`src/rtl/overlay_pkg.sv`:
```
// Shared overlay definitions: lock FSM encoding, screen-centre constants and
// the frame-latched tracker record. The pixel mixer imports this too.
package overlay_pkg;

  typedef enum logic [2:0] {
    IDLE    = 3'd0,
    TRACK   = 3'd1,
    ACQUIRE = 3'd2,
    LOCKED  = 3'd3,
    COAST   = 3'd4
  } lock_state_e;

  localparam int CX        = 320;
  localparam int CY        = 240;
  localparam int LOCK_ZONE = 30;

  typedef struct packed {
    logic [9:0]  aim_x;
    logic [9:0]  aim_y;
    logic [11:0] box_x_min;
    logic [11:0] box_x_max;
    logic [11:0] box_y_min;
    logic [11:0] box_y_max;
  } shadow_t;

  // Strict inequality on all four sides: the zone edges themselves are outside.
  function automatic logic in_zone(input logic [9:0] x, input logic [9:0] y,
                                   input int cx, input int cy, input int lz);
    return (int'(x) > cx - lz) && (int'(x) < cx + lz) &&
           (int'(y) > cy - lz) && (int'(y) < cy + lz);
  endfunction

endpackage

```
`src/rtl/overlay_lock_ctrl_if.sv`:
```
// Tracker-side inputs and mixer-side frame-latched outputs of the lock controller.
interface overlay_lock_ctrl_if;
  logic        frame_start;
  logic [9:0]  aim_x, aim_y;
  logic        aim_detected;
  logic [11:0] box_x_min, box_x_max, box_y_min, box_y_max;

  logic [9:0]  aim_x_q, aim_y_q;
  logic        aim_detected_q;
  logic [11:0] box_x_min_q, box_x_max_q, box_y_min_q, box_y_max_q;
  logic [2:0]  lock_state;
  logic        locked, lock_blink, lock_event, lock_lost;

  modport master (
    output frame_start, aim_x, aim_y, aim_detected,
           box_x_min, box_x_max, box_y_min, box_y_max,
    input  aim_x_q, aim_y_q, aim_detected_q,
           box_x_min_q, box_x_max_q, box_y_min_q, box_y_max_q,
           lock_state, locked, lock_blink, lock_event, lock_lost
  );

  modport slave (
    input  frame_start, aim_x, aim_y, aim_detected,
           box_x_min, box_x_max, box_y_min, box_y_max,
    output aim_x_q, aim_y_q, aim_detected_q,
           box_x_min_q, box_x_max_q, box_y_min_q, box_y_max_q,
           lock_state, locked, lock_blink, lock_event, lock_lost
  );
endinterface

```
`src/rtl/overlay_shadow_regs.sv`:
```
// Frame-latched tracker centroid/box; geometry holds its last valid value
// across frames where the tracker reports no detection.
module overlay_shadow_regs
  import overlay_pkg::*;
(
  input  logic    clk,
  input  logic    rst,
  input  logic    i_frame_start,
  input  logic    i_det,
  input  shadow_t i_data,
  output shadow_t o_data,
  output logic    o_det
);

  shadow_t r_data;
  logic    r_det;

  always_ff @(posedge clk or posedge rst) begin
    if (rst) begin
      r_data <= '0;
      r_det  <= 1'b0;
    end else if (i_frame_start) begin
      r_det <= i_det;
      if (i_det) r_data <= i_data;
    end
  end

  assign o_data = r_data;
  assign o_det  = r_det;

endmodule

```
`src/rtl/overlay_lock_ctrl.sv`:
```
// Frame-synchronous lock-on controller: double-buffers tracker geometry and runs
// the IDLE/TRACK/ACQUIRE/LOCKED/COAST lock FSM with blink and event pulses.
module overlay_lock_ctrl
  import overlay_pkg::*;
#(
  parameter int CX           = overlay_pkg::CX,
  parameter int CY           = overlay_pkg::CY,
  parameter int LOCK_ZONE    = overlay_pkg::LOCK_ZONE,
  parameter int LOCK_FRAMES  = 8,
  parameter int LOST_FRAMES  = 15,
  parameter int BLINK_FRAMES = 4
) (
  input  logic                clk,
  input  logic                reset,
  overlay_lock_ctrl_if.slave  bus
);

  lock_state_e r_state, w_state_nxt;
  logic [7:0]  r_cnt, w_cnt_nxt, r_bcnt, w_bcnt_nxt;
  logic        r_blink, w_blink_nxt;
  logic        r_event, r_lost, r_locked;
  logic        w_event_nxt, w_lost_nxt;
  logic        w_det, w_in_zone;
  shadow_t     w_shadow_in, w_shadow_q;
  logic        w_det_q;

  assign w_det     = bus.aim_detected;
  assign w_in_zone = in_zone(bus.aim_x, bus.aim_y, CX, CY, LOCK_ZONE);

  always_comb begin
    w_state_nxt = r_state;
    w_cnt_nxt   = r_cnt;
    w_bcnt_nxt  = r_bcnt;
    w_blink_nxt = r_blink;
    w_event_nxt = 1'b0;
    w_lost_nxt  = 1'b0;
    case (r_state)
      IDLE: begin
        if (w_det && w_in_zone) begin
          w_state_nxt = ACQUIRE;
          w_cnt_nxt   = 8'd1;
        end else if (w_det) begin
          w_state_nxt = TRACK;
        end
      end
      TRACK: begin
        if (!w_det) begin
          w_state_nxt = IDLE;
        end else if (w_in_zone) begin
          w_state_nxt = ACQUIRE;
          w_cnt_nxt   = 8'd1;
        end
      end
      ACQUIRE: begin
        if (!w_det) begin
          w_state_nxt = IDLE;
        end else if (!w_in_zone) begin
          w_state_nxt = TRACK;
        end else if (r_cnt == 8'(LOCK_FRAMES - 1)) begin
          w_state_nxt = LOCKED;
          w_event_nxt = 1'b1;
        end else begin
          w_cnt_nxt = r_cnt + 8'd1;
        end
      end
      LOCKED: begin
        if (w_det && !w_in_zone) begin
          w_state_nxt = TRACK;
          w_lost_nxt  = 1'b1;
        end else if (!w_det) begin
          w_state_nxt = COAST;
          w_cnt_nxt   = 8'd1;
          w_bcnt_nxt  = 8'd0;
        end
      end
      COAST: begin
        if (w_det && w_in_zone) begin
          w_state_nxt = LOCKED;
        end else if (w_det) begin
          w_state_nxt = TRACK;
          w_lost_nxt  = 1'b1;
        end else if (r_cnt == 8'(LOST_FRAMES - 1)) begin
          w_state_nxt = IDLE;
          w_lost_nxt  = 1'b1;
        end else begin
          w_cnt_nxt = r_cnt + 8'd1;
          // The COAST entry frame is the first frame of the first blink half-period.
          if (r_bcnt == 8'(BLINK_FRAMES - 1)) begin
            w_bcnt_nxt  = 8'd0;
            w_blink_nxt = ~r_blink;
          end else begin
            w_bcnt_nxt = r_bcnt + 8'd1;
          end
        end
      end
      default: w_state_nxt = IDLE;
    endcase
    if (w_state_nxt == LOCKED) begin
      w_blink_nxt = 1'b1;
    end else if (w_state_nxt != COAST || r_state != COAST) begin
      w_blink_nxt = 1'b0;
    end
  end

  always_ff @(posedge clk or posedge reset) begin
    if (reset) begin
      r_state  <= IDLE;
      r_cnt    <= 8'd0;
      r_bcnt   <= 8'd0;
      r_blink  <= 1'b0;
      r_event  <= 1'b0;
      r_lost   <= 1'b0;
      r_locked <= 1'b0;
    end else if (bus.frame_start) begin
      r_state  <= w_state_nxt;
      r_cnt    <= w_cnt_nxt;
      r_bcnt   <= w_bcnt_nxt;
      r_blink  <= w_blink_nxt;
      r_event  <= w_event_nxt;
      r_lost   <= w_lost_nxt;
      r_locked <= (w_state_nxt == LOCKED) || (w_state_nxt == COAST);
    end else begin
      r_event <= 1'b0;
      r_lost  <= 1'b0;
    end
  end

  assign w_shadow_in = '{aim_x:     bus.aim_x,     aim_y:     bus.aim_y,
                         box_x_min: bus.box_x_min, box_x_max: bus.box_x_max,
                         box_y_min: bus.box_y_min, box_y_max: bus.box_y_max};

  overlay_shadow_regs u_shadow (
    .clk           (clk),
    .rst           (reset),
    .i_frame_start (bus.frame_start),
    .i_det         (w_det),
    .i_data        (w_shadow_in),
    .o_data        (w_shadow_q),
    .o_det         (w_det_q)
  );

  assign bus.aim_x_q        = w_shadow_q.aim_x;
  assign bus.aim_y_q        = w_shadow_q.aim_y;
  assign bus.box_x_min_q    = w_shadow_q.box_x_min;
  assign bus.box_x_max_q    = w_shadow_q.box_x_max;
  assign bus.box_y_min_q    = w_shadow_q.box_y_min;
  assign bus.box_y_max_q    = w_shadow_q.box_y_max;
  assign bus.aim_detected_q = w_det_q;
  assign bus.lock_state     = r_state;
  assign bus.locked         = r_locked;
  assign bus.lock_blink     = r_blink;
  assign bus.lock_event     = r_event;
  assign bus.lock_lost      = r_lost;

endmodule

```
`src/flat_wrapper.sv`:
```
// flat-port wrapper written by rule: the top's interface ports become plain ports
module overlay_lock_ctrl_flat import overlay_pkg::*;
#(
  parameter int CX           = overlay_pkg::CX,
  parameter int CY           = overlay_pkg::CY,
  parameter int LOCK_ZONE    = overlay_pkg::LOCK_ZONE,
  parameter int LOCK_FRAMES  = 8,
  parameter int LOST_FRAMES  = 15,
  parameter int BLINK_FRAMES = 4
)
  (clk, reset, bus_frame_start, bus_aim_x, bus_aim_y, bus_aim_detected, bus_box_x_min, bus_box_x_max, bus_box_y_min, bus_box_y_max, bus_aim_x_q, bus_aim_y_q, bus_aim_detected_q, bus_box_x_min_q, bus_box_x_max_q, bus_box_y_min_q, bus_box_y_max_q, bus_lock_state, bus_locked, bus_lock_blink, bus_lock_event, bus_lock_lost);
  overlay_lock_ctrl_if bus_i ();
  input  logic clk;
  input  logic reset;
  input wire logic [$bits(bus_i.frame_start)-1:0] bus_frame_start;
  input wire logic [$bits(bus_i.aim_x)-1:0] bus_aim_x;
  input wire logic [$bits(bus_i.aim_y)-1:0] bus_aim_y;
  input wire logic [$bits(bus_i.aim_detected)-1:0] bus_aim_detected;
  input wire logic [$bits(bus_i.box_x_min)-1:0] bus_box_x_min;
  input wire logic [$bits(bus_i.box_x_max)-1:0] bus_box_x_max;
  input wire logic [$bits(bus_i.box_y_min)-1:0] bus_box_y_min;
  input wire logic [$bits(bus_i.box_y_max)-1:0] bus_box_y_max;
  output wire logic [$bits(bus_i.aim_x_q)-1:0] bus_aim_x_q;
  output wire logic [$bits(bus_i.aim_y_q)-1:0] bus_aim_y_q;
  output wire logic [$bits(bus_i.aim_detected_q)-1:0] bus_aim_detected_q;
  output wire logic [$bits(bus_i.box_x_min_q)-1:0] bus_box_x_min_q;
  output wire logic [$bits(bus_i.box_x_max_q)-1:0] bus_box_x_max_q;
  output wire logic [$bits(bus_i.box_y_min_q)-1:0] bus_box_y_min_q;
  output wire logic [$bits(bus_i.box_y_max_q)-1:0] bus_box_y_max_q;
  output wire logic [$bits(bus_i.lock_state)-1:0] bus_lock_state;
  output wire logic [$bits(bus_i.locked)-1:0] bus_locked;
  output wire logic [$bits(bus_i.lock_blink)-1:0] bus_lock_blink;
  output wire logic [$bits(bus_i.lock_event)-1:0] bus_lock_event;
  output wire logic [$bits(bus_i.lock_lost)-1:0] bus_lock_lost;
  assign bus_i.frame_start = bus_frame_start;
  assign bus_i.aim_x = bus_aim_x;
  assign bus_i.aim_y = bus_aim_y;
  assign bus_i.aim_detected = bus_aim_detected;
  assign bus_i.box_x_min = bus_box_x_min;
  assign bus_i.box_x_max = bus_box_x_max;
  assign bus_i.box_y_min = bus_box_y_min;
  assign bus_i.box_y_max = bus_box_y_max;
  assign bus_aim_x_q = bus_i.aim_x_q;
  assign bus_aim_y_q = bus_i.aim_y_q;
  assign bus_aim_detected_q = bus_i.aim_detected_q;
  assign bus_box_x_min_q = bus_i.box_x_min_q;
  assign bus_box_x_max_q = bus_i.box_x_max_q;
  assign bus_box_y_min_q = bus_i.box_y_min_q;
  assign bus_box_y_max_q = bus_i.box_y_max_q;
  assign bus_lock_state = bus_i.lock_state;
  assign bus_locked = bus_i.locked;
  assign bus_lock_blink = bus_i.lock_blink;
  assign bus_lock_event = bus_i.lock_event;
  assign bus_lock_lost = bus_i.lock_lost;
  overlay_lock_ctrl #(.CX(CX), .CY(CY), .LOCK_ZONE(LOCK_ZONE), .LOCK_FRAMES(LOCK_FRAMES), .LOST_FRAMES(LOST_FRAMES), .BLINK_FRAMES(BLINK_FRAMES)) u_core (.clk(clk), .reset(reset), .bus(bus_i));
endmodule
```
`config.mk`:
```
export PLATFORM = sky130hd
export DESIGN_NAME = overlay_lock_ctrl_flat
export DESIGN_NICKNAME = d
export VERILOG_FILES = /design/src/rtl/overlay_pkg.sv /design/src/rtl/overlay_lock_ctrl_if.sv /design/src/rtl/overlay_shadow_regs.sv /design/src/rtl/overlay_lock_ctrl.sv /design/src/flat_wrapper.sv
export SDC_FILE = /design/constraint.sdc
export NUM_CORES = 1
export LEC_CHECK = 0
export ABC_CLOCK_PERIOD_IN_PS = 3400
export CAP_MARGIN = 0
export CORE_MARGIN = 2
export CORE_UTILIZATION = 45
export CTS_CLUSTER_DIAMETER = 80
export DETAILED_ROUTE_END_ITERATION = 7
export PLACE_DENSITY_LB_ADDON = 0.3
export REMOVE_ABC_BUFFERS = 1
export SYNTH_ARGS = -nofsm -noshare
export SYNTH_HDL_FRONTEND = slang
export SYNTH_SLANG_ARGS = --single-unit
```
`constraint.sdc`:
```
create_clock -name clk -period 3.4 [get_ports clk]
set_clock_uncertainty 0.15 [all_clocks]
set_input_delay 0.51 -clock clk [delete_from_list [all_inputs] [get_ports clk]]
set_output_delay 0.51 -clock clk [all_outputs]
set_load 0.01 [all_outputs]
```
==> results_dict.tcl <==
set metrics [dict create \
    run_status "finished, final reports clean" \
    finalNetCount 543 \
    gp_congestion 0.851 \
    cp_cell_sequence "clkdlybuf4s50_1, o211ai_1, or3_4, a211o_1, a2111oi_4, a41oi_1, a31oi_1" \
    syn_area_um2 4060 \
    rsz0062_at_grt "false" \
    max_slew_margin_pct 43.7 \
    first_global_vias 3085 \
    routed_wl_um 10000 \
    synth_cell_types 48 \
    layout-drive-gt1-share_pct 20.9 \
    cts.clk_slew.worst_paths_ns 0.09 \
    diodes 0 \
    cts_hold_buffers 0 \
    arrival_ns 2.81 \
    ir_drop_v 0.000254 \
    num_io_pins 148 \
    cp_slowest_cell "a2111oi_4" \
    path_delay_family "compound AO/OA/AOI/OAI gates" \
    rows 34 \
    initialDrtViolationCount 90 \
    synth_seq_cells 92 \
    grt_overflow 0 \
    setup_tns_ns 0 \
    start_kind "input port" \
    vias 3136 \
    htree_levels 3 \
    multi_input_area_um2 1650 \
    synth_warnings 0 \
    crit_required_ns 3.52 \
    tightest_slew_ns 0.836 \
    dieWidth_um 98.9 \
    final-max-slew-violation-count 0 \
    post-cts-setup-buffer-count 0 \
    synth_area_per_cell_um2 12.6 \
    drc 0 \
    p_leak_uw 0.00238 \
    fillers 647 \
    hold_ws_ns 0.361 \
    grt_pass1_wl_um 16100 \
    core_um2 8720 \
    area_growth_pct 44.2 \
    yosysSeqAreaShare_pct 56.8 \
    mostFrequentLayoutCell "clkdlybuf4s50_1" \
    postLayoutCoreUtil_pct 67.1 \
    start_util_pct 46.5 \
    clk_latency_ns 0.35 \
    p_per_area_nw_per_um2 446 \
    fmaxAchievable_mhz 372 \
    maxCapViolCount 0 \
    cp-end-kind "flop" \
    cts_max_path_buffers 2 \
    register_area_um2 2300 \
    hp-class "flop to flop" \
    grt_max_degree 62 \
    hold_viol 0 \
    cp_num_buf_inv 1 \
    period_minus_slack_ns 2.69 \
    first_pass_iters 4 \
    vias_per_cell 5.40 \
    cts.repair.resized 0 \
    critical_path.max_fanout 7 \
    wire_per_inst_um 17.3 \
    cpPeakStageDelay_ns 0.56 \
    die_h_um 98.9 \
    ant_nets 0 \
    track_usage_pct 20.7 \
    cts_tree "done" \
    synthCells 322 \
    fin_crit_sh_pct 79.1 \
    dpl.hpwl_um 7590 \
    setup_viol 0 \
    cts_buffers 9 \
    antenna_found_initial 0 \
    final_cell_mix "clkdlybuf4s50_1, dfrtp_1, mux2_2, o21ai_0, nor2_1" \
    cts_root_buffer "clkbuf_8" \
    port_buffers 147 \
    cts_sinks 92 \
    dieArea_um2 9790 \
    crit_type "input port to flop" \
]
logic make-up (layout without fill, tap and decap cells):
group                    after synthesis  count (layout)  synth area share, %
flip-flops                            92              92                 56.8
multiplexers                          71              71                 19.7
AND/OR/NAND/NOR                       74              74                 9.63
AO/OA/AOI/OAI                         55              55                 10.2
XOR/XNOR                               1               1                0.216
adder cells (fa/ha/maj)                3               3                0.926
buffers and inverters                 26             177                 2.53
Yosys cell counts, drive strengths merged:
library cell | count | area share (%)
or2 | 1 | 0.15
a31o | 1 | 0.22
nand2 | 12 | 1.1
o21a | 1 | 0.19
o2111ai | 1 | 0.22
nand3 | 11 | 1.4
a2111oi | 3 | 1.1
mux2 | 69 | 19
or3 | 4 | 0.74
nor2 | 16 | 1.5
ha | 3 | 0.93
and3 | 5 | 0.77
a221oi | 1 | 0.65
nor3b | 1 | 0.19
or4 | 1 | 0.19
nor3 | 5 | 0.62
xnor2 | 1 | 0.22
or3b | 1 | 0.22
clkbuf | 8 | 0.74
or4b | 2 | 0.49
nand4 | 4 | 0.62
a21boi | 1 | 0.19
a211oi | 1 | 0.31
a21o | 1 | 0.19
buf | 8 | 0.86
mux2i | 2 | 0.49
a211o | 1 | 0.22
o31ai | 3 | 0.56
inv | 10 | 0.93
o22ai | 1 | 0.15
nor4 | 3 | 0.46
o211ai | 4 | 0.74
o221ai | 1 | 0.37
dfrtp | 92 | 57
a2bb2oi | 1 | 0.22
a41oi | 4 | 0.86
a21oi | 7 | 0.86
a311oi | 1 | 0.22
nor2b | 5 | 0.77
o21ai | 16 | 2.0
a31oi | 6 | 0.93
nand2b | 3 | 0.46
final timing paths:
check,from,end,slack (ns),cells after the start
hold / removal,u_core.u_shadow.o_data[55],u_core.u_shadow.o_data[55],0.36,1
setup reg to reg,u_core.bus.lock_state[0],u_core.r_bcnt[5],0.84,6
min in group asynchronous,reset,u_core.u_shadow.o_data[25],0.41,2
hold reg to reg,u_core.u_shadow.o_data[55],u_core.u_shadow.o_data[55],0.36,1
max in group asynchronous,reset,u_core.u_shadow.o_data[57],1.98,3
setup / recovery,bus_aim_y[4],u_core.r_cnt[6],0.71,7
per-layer routing:
metal  part of all wire [%]  GRT usage (%)  wire [um]
met5                      0              0          0
met4                    1.5           7.06        147
met3                    7.1           4.47        710
met2                     49           33.4       4890
met1                     43           28.0       4300
power breakdown:
group	internal, uW	leakage [uW]	switching (uW)
combinational	392	0.00116	228
clock	314	0.0000965	392
sequential	1220	0.00112	67.6
state kept, by name, indices dropped and copies added, names as in the netlist:
register,cells
u_core.bus.lock_blink,1
u_core.bus.lock_event,1
u_core.bus.lock_lost,1
u_core.bus.lock_state,3
u_core.bus.locked,1
u_core.r_bcnt,8
u_core.r_cnt,8
u_core.u_shadow.o_data,68
u_core.u_shadow.o_det,1
area by class of cell:
type / instances / area share (%)
tap: 108 / 2.31
clock inverter: 5 / 0.727
multi-input combinational: 204 / 28.3
sequential: 92 / 39.4
clock buffer: 11 / 2.59
timing repair buffer: 151 / 26.1
inverter: 10 / 0.663
through the flow:
step | setup WS [ns] | cell area (um2) | power (uW) | instances
after detailed placement | 0.319 | 5660 | 1940 | 565
after CTS | 0.704 | 5850 | 2640 | 581
after global routing | 0.568 | 5850 | 2740 | 581
final | 0.712 | 5850 | 2610 | 581
after global placement | 0.412 | 5660 | 1920 | 565
after floorplan | 0.348 | 3990 | 1540 | 306
worst register-to-register path: cells and delay by family (launching register included):
kind                   cells  cell delay [ns]
AND/OR/NAND/NOR            2             0.83
AO/OA/AOI/OAI              2             0.41
flip-flops                 1             0.66
buffers and inverters      2             0.43
(Power assumes the default switching activity.)
==> variant (same settings) <==
Reset style: synchronous (`reset` and `rst`), changed in 2 clocked blocks.
--- a/src/rtl/overlay_shadow_regs.sv
+++ b/src/rtl/overlay_shadow_regs.sv
@@ -17,3 +17,3 @@
 
-  always_ff @(posedge clk or posedge rst) begin
+  always_ff @(posedge clk) begin
     if (rst) begin
--- a/src/rtl/overlay_lock_ctrl.sv
+++ b/src/rtl/overlay_lock_ctrl.sv
@@ -104,3 +104,3 @@
 
-  always_ff @(posedge clk or posedge reset) begin
+  always_ff @(posedge clk) begin
     if (reset) begin
Behaviour: differs if reset is asserted again (counterexample within 4 cycles, from zero or initial values and one cycle with reset high); with reset held inactive, the same outputs for 10 cycles.
==> variant against the original RTL <==
  * Maximum frequency up 5.3%
  * Cell area shrank 5.5%
  * Setup slack better by 130 ps
  * Cell count rose by 24%
  * Die area fell by 5.1%
  * Routed wire length increased by 5.8%
  * Register-to-register slack better by 100 ps
  * Critical path type unchanged
  * Hold slack got worse by 54 ps
  * Sequential cell count stayed put
  * Synthesized area decreased by 5.3%
  * First-iteration DRC count rose by 74%
  * Highest routed layer unchanged
Power is not compared: it rests on default switching activity, and its combinational part moved more than twofold at a synthesized area within 25%.
==> variant: results (changes against the original RTL) <==
stage;metric;value;unit;change
routing;starting DRC count in detailed routing;157;;+74%
global_route;largest net degree at the start of global routing;44;;-29%
timing;worst-margin pin slew;832;ps;-4.11 ps
routing;number of vias per cell;5.22;;-3.3%
timing;Final WS setup;847;ps;+135 ps
global_route;gr usage total;22.5;%;+1.7 points
routing;met1 WL;4.37;mm;+1.6%
routing;met2 routed WL;5.18;mm;+6.1%
synth;Cell variety after synth;58;;+21%
finish;fin nets;687;;+27%
finish;final instance area;5530;um2;-5.5%
worst_setup_path;CP max FO;9;;+2
cts;H-Tree Depth;3;;unchanged
placement;half-perimeter wire length after placement;7.77;mm;+2.3%
synth;Avg Cell Area, Syn;8.08;um2;-36%
placement;pre-CTS setup slack;478;ps;+159 ps
global_route;met3 GRT Util;5.90;%;+1.4 points
global_route;met2 GRT Util;39.2;%;+5.8 points
routing;wire per inst;14.7;um;-15%
finish;share of layout cells above drive strength 1;7.46;%;-13 points
finish;Fillers;680;;+5.1%
global_route;GRT met1 Usage;27.0;%;-0.98 points
placement;Post-DP Area;5360;um2;-5.3%
routing;final wirelength;10.6;mm;+5.8%
worst_setup_path;r2r setup slk;940;ps;+100 ps
synth;Synth area leaders;dfxtp_1, nand2_1, a21oi_1, clkbuf_1, nor2_1;;
status;status;finished clean;;
placement;GP Congestion;0.852;;+0.20%
global_route;first-pass GRT wire length;16.2;mm;+0.64%
timing;worst hold slack;307;ps;-54.0 ps
global_route;vias in the first global route;3422;;+11%
[variant: changes by cell type after synthesis, sizes merged, moves of 13 or more]
cell / unedited run / this run
mux2: 69 / 0
a21oi: 7 / 78
dfrtp: 92 / 0
dfxtp: 0 / 92
clkbuf: 8 / 21
nand2: 12 / 152
[variant: worst paths after layout]
check                             start                    endpoint  cells past startpoint
max reg2reg    u_core.bus.lock_state[2]            u_core.r_bcnt[6]                      6
min reg2reg  u_core.u_shadow.o_data[52]  u_core.u_shadow.o_data[52]                      2
min          u_core.u_shadow.o_data[52]  u_core.u_shadow.o_data[52]                      2
max                        bus_aim_y[5]             u_core.r_cnt[7]                      7
[variant: per-stage QoR]
step	util [%]	setup TNS, ps
floorplan	-	-10.9
global placement	64.9	0
detailed placement	64.9	0
CTS	67.0	0
global route	67.0	0
finish	67.0	0
[variant: worst max-delay path, delay by kind of cell]
family          cells  cell delay, ps
simple gates        3             530
buf+inv             1             500
compound gates      3            1130
[variant: final cells by class]
type	instances	area, um2	area share (%)
timing repair buffer	155	1530	27.6
clock buffer	9	124	2.24
inverter	7	26.3	0.475
multi-input combinational	347	1830	33.1
clock inverter	7	50.0	0.905
sequential	92	1840	33.3
tap	105	131	2.38
[variant: power by group]
group / internal, uW / leakage [uW] / switching (uW)
logic: 169 / 0.00109 / 136
clock network: 268 / 0.0000820 / 388
registers: 1120 / 0.000750 / 21.3
total: 1550 / 0.00192 / 546
[variant: kinds of logic (layout without fill, tap and decap cells)]
logic type	Yosys count	count (layout)	share of synthesized area (%)
compound gates	117	117	19.0
xor+xnor	8	8	1.82
fa+ha+maj	3	3	0.978
buf+inv	36	178	4.63
flops	92	92	48.0
mux	1	1	0.261
simple gates	218	218	25.4
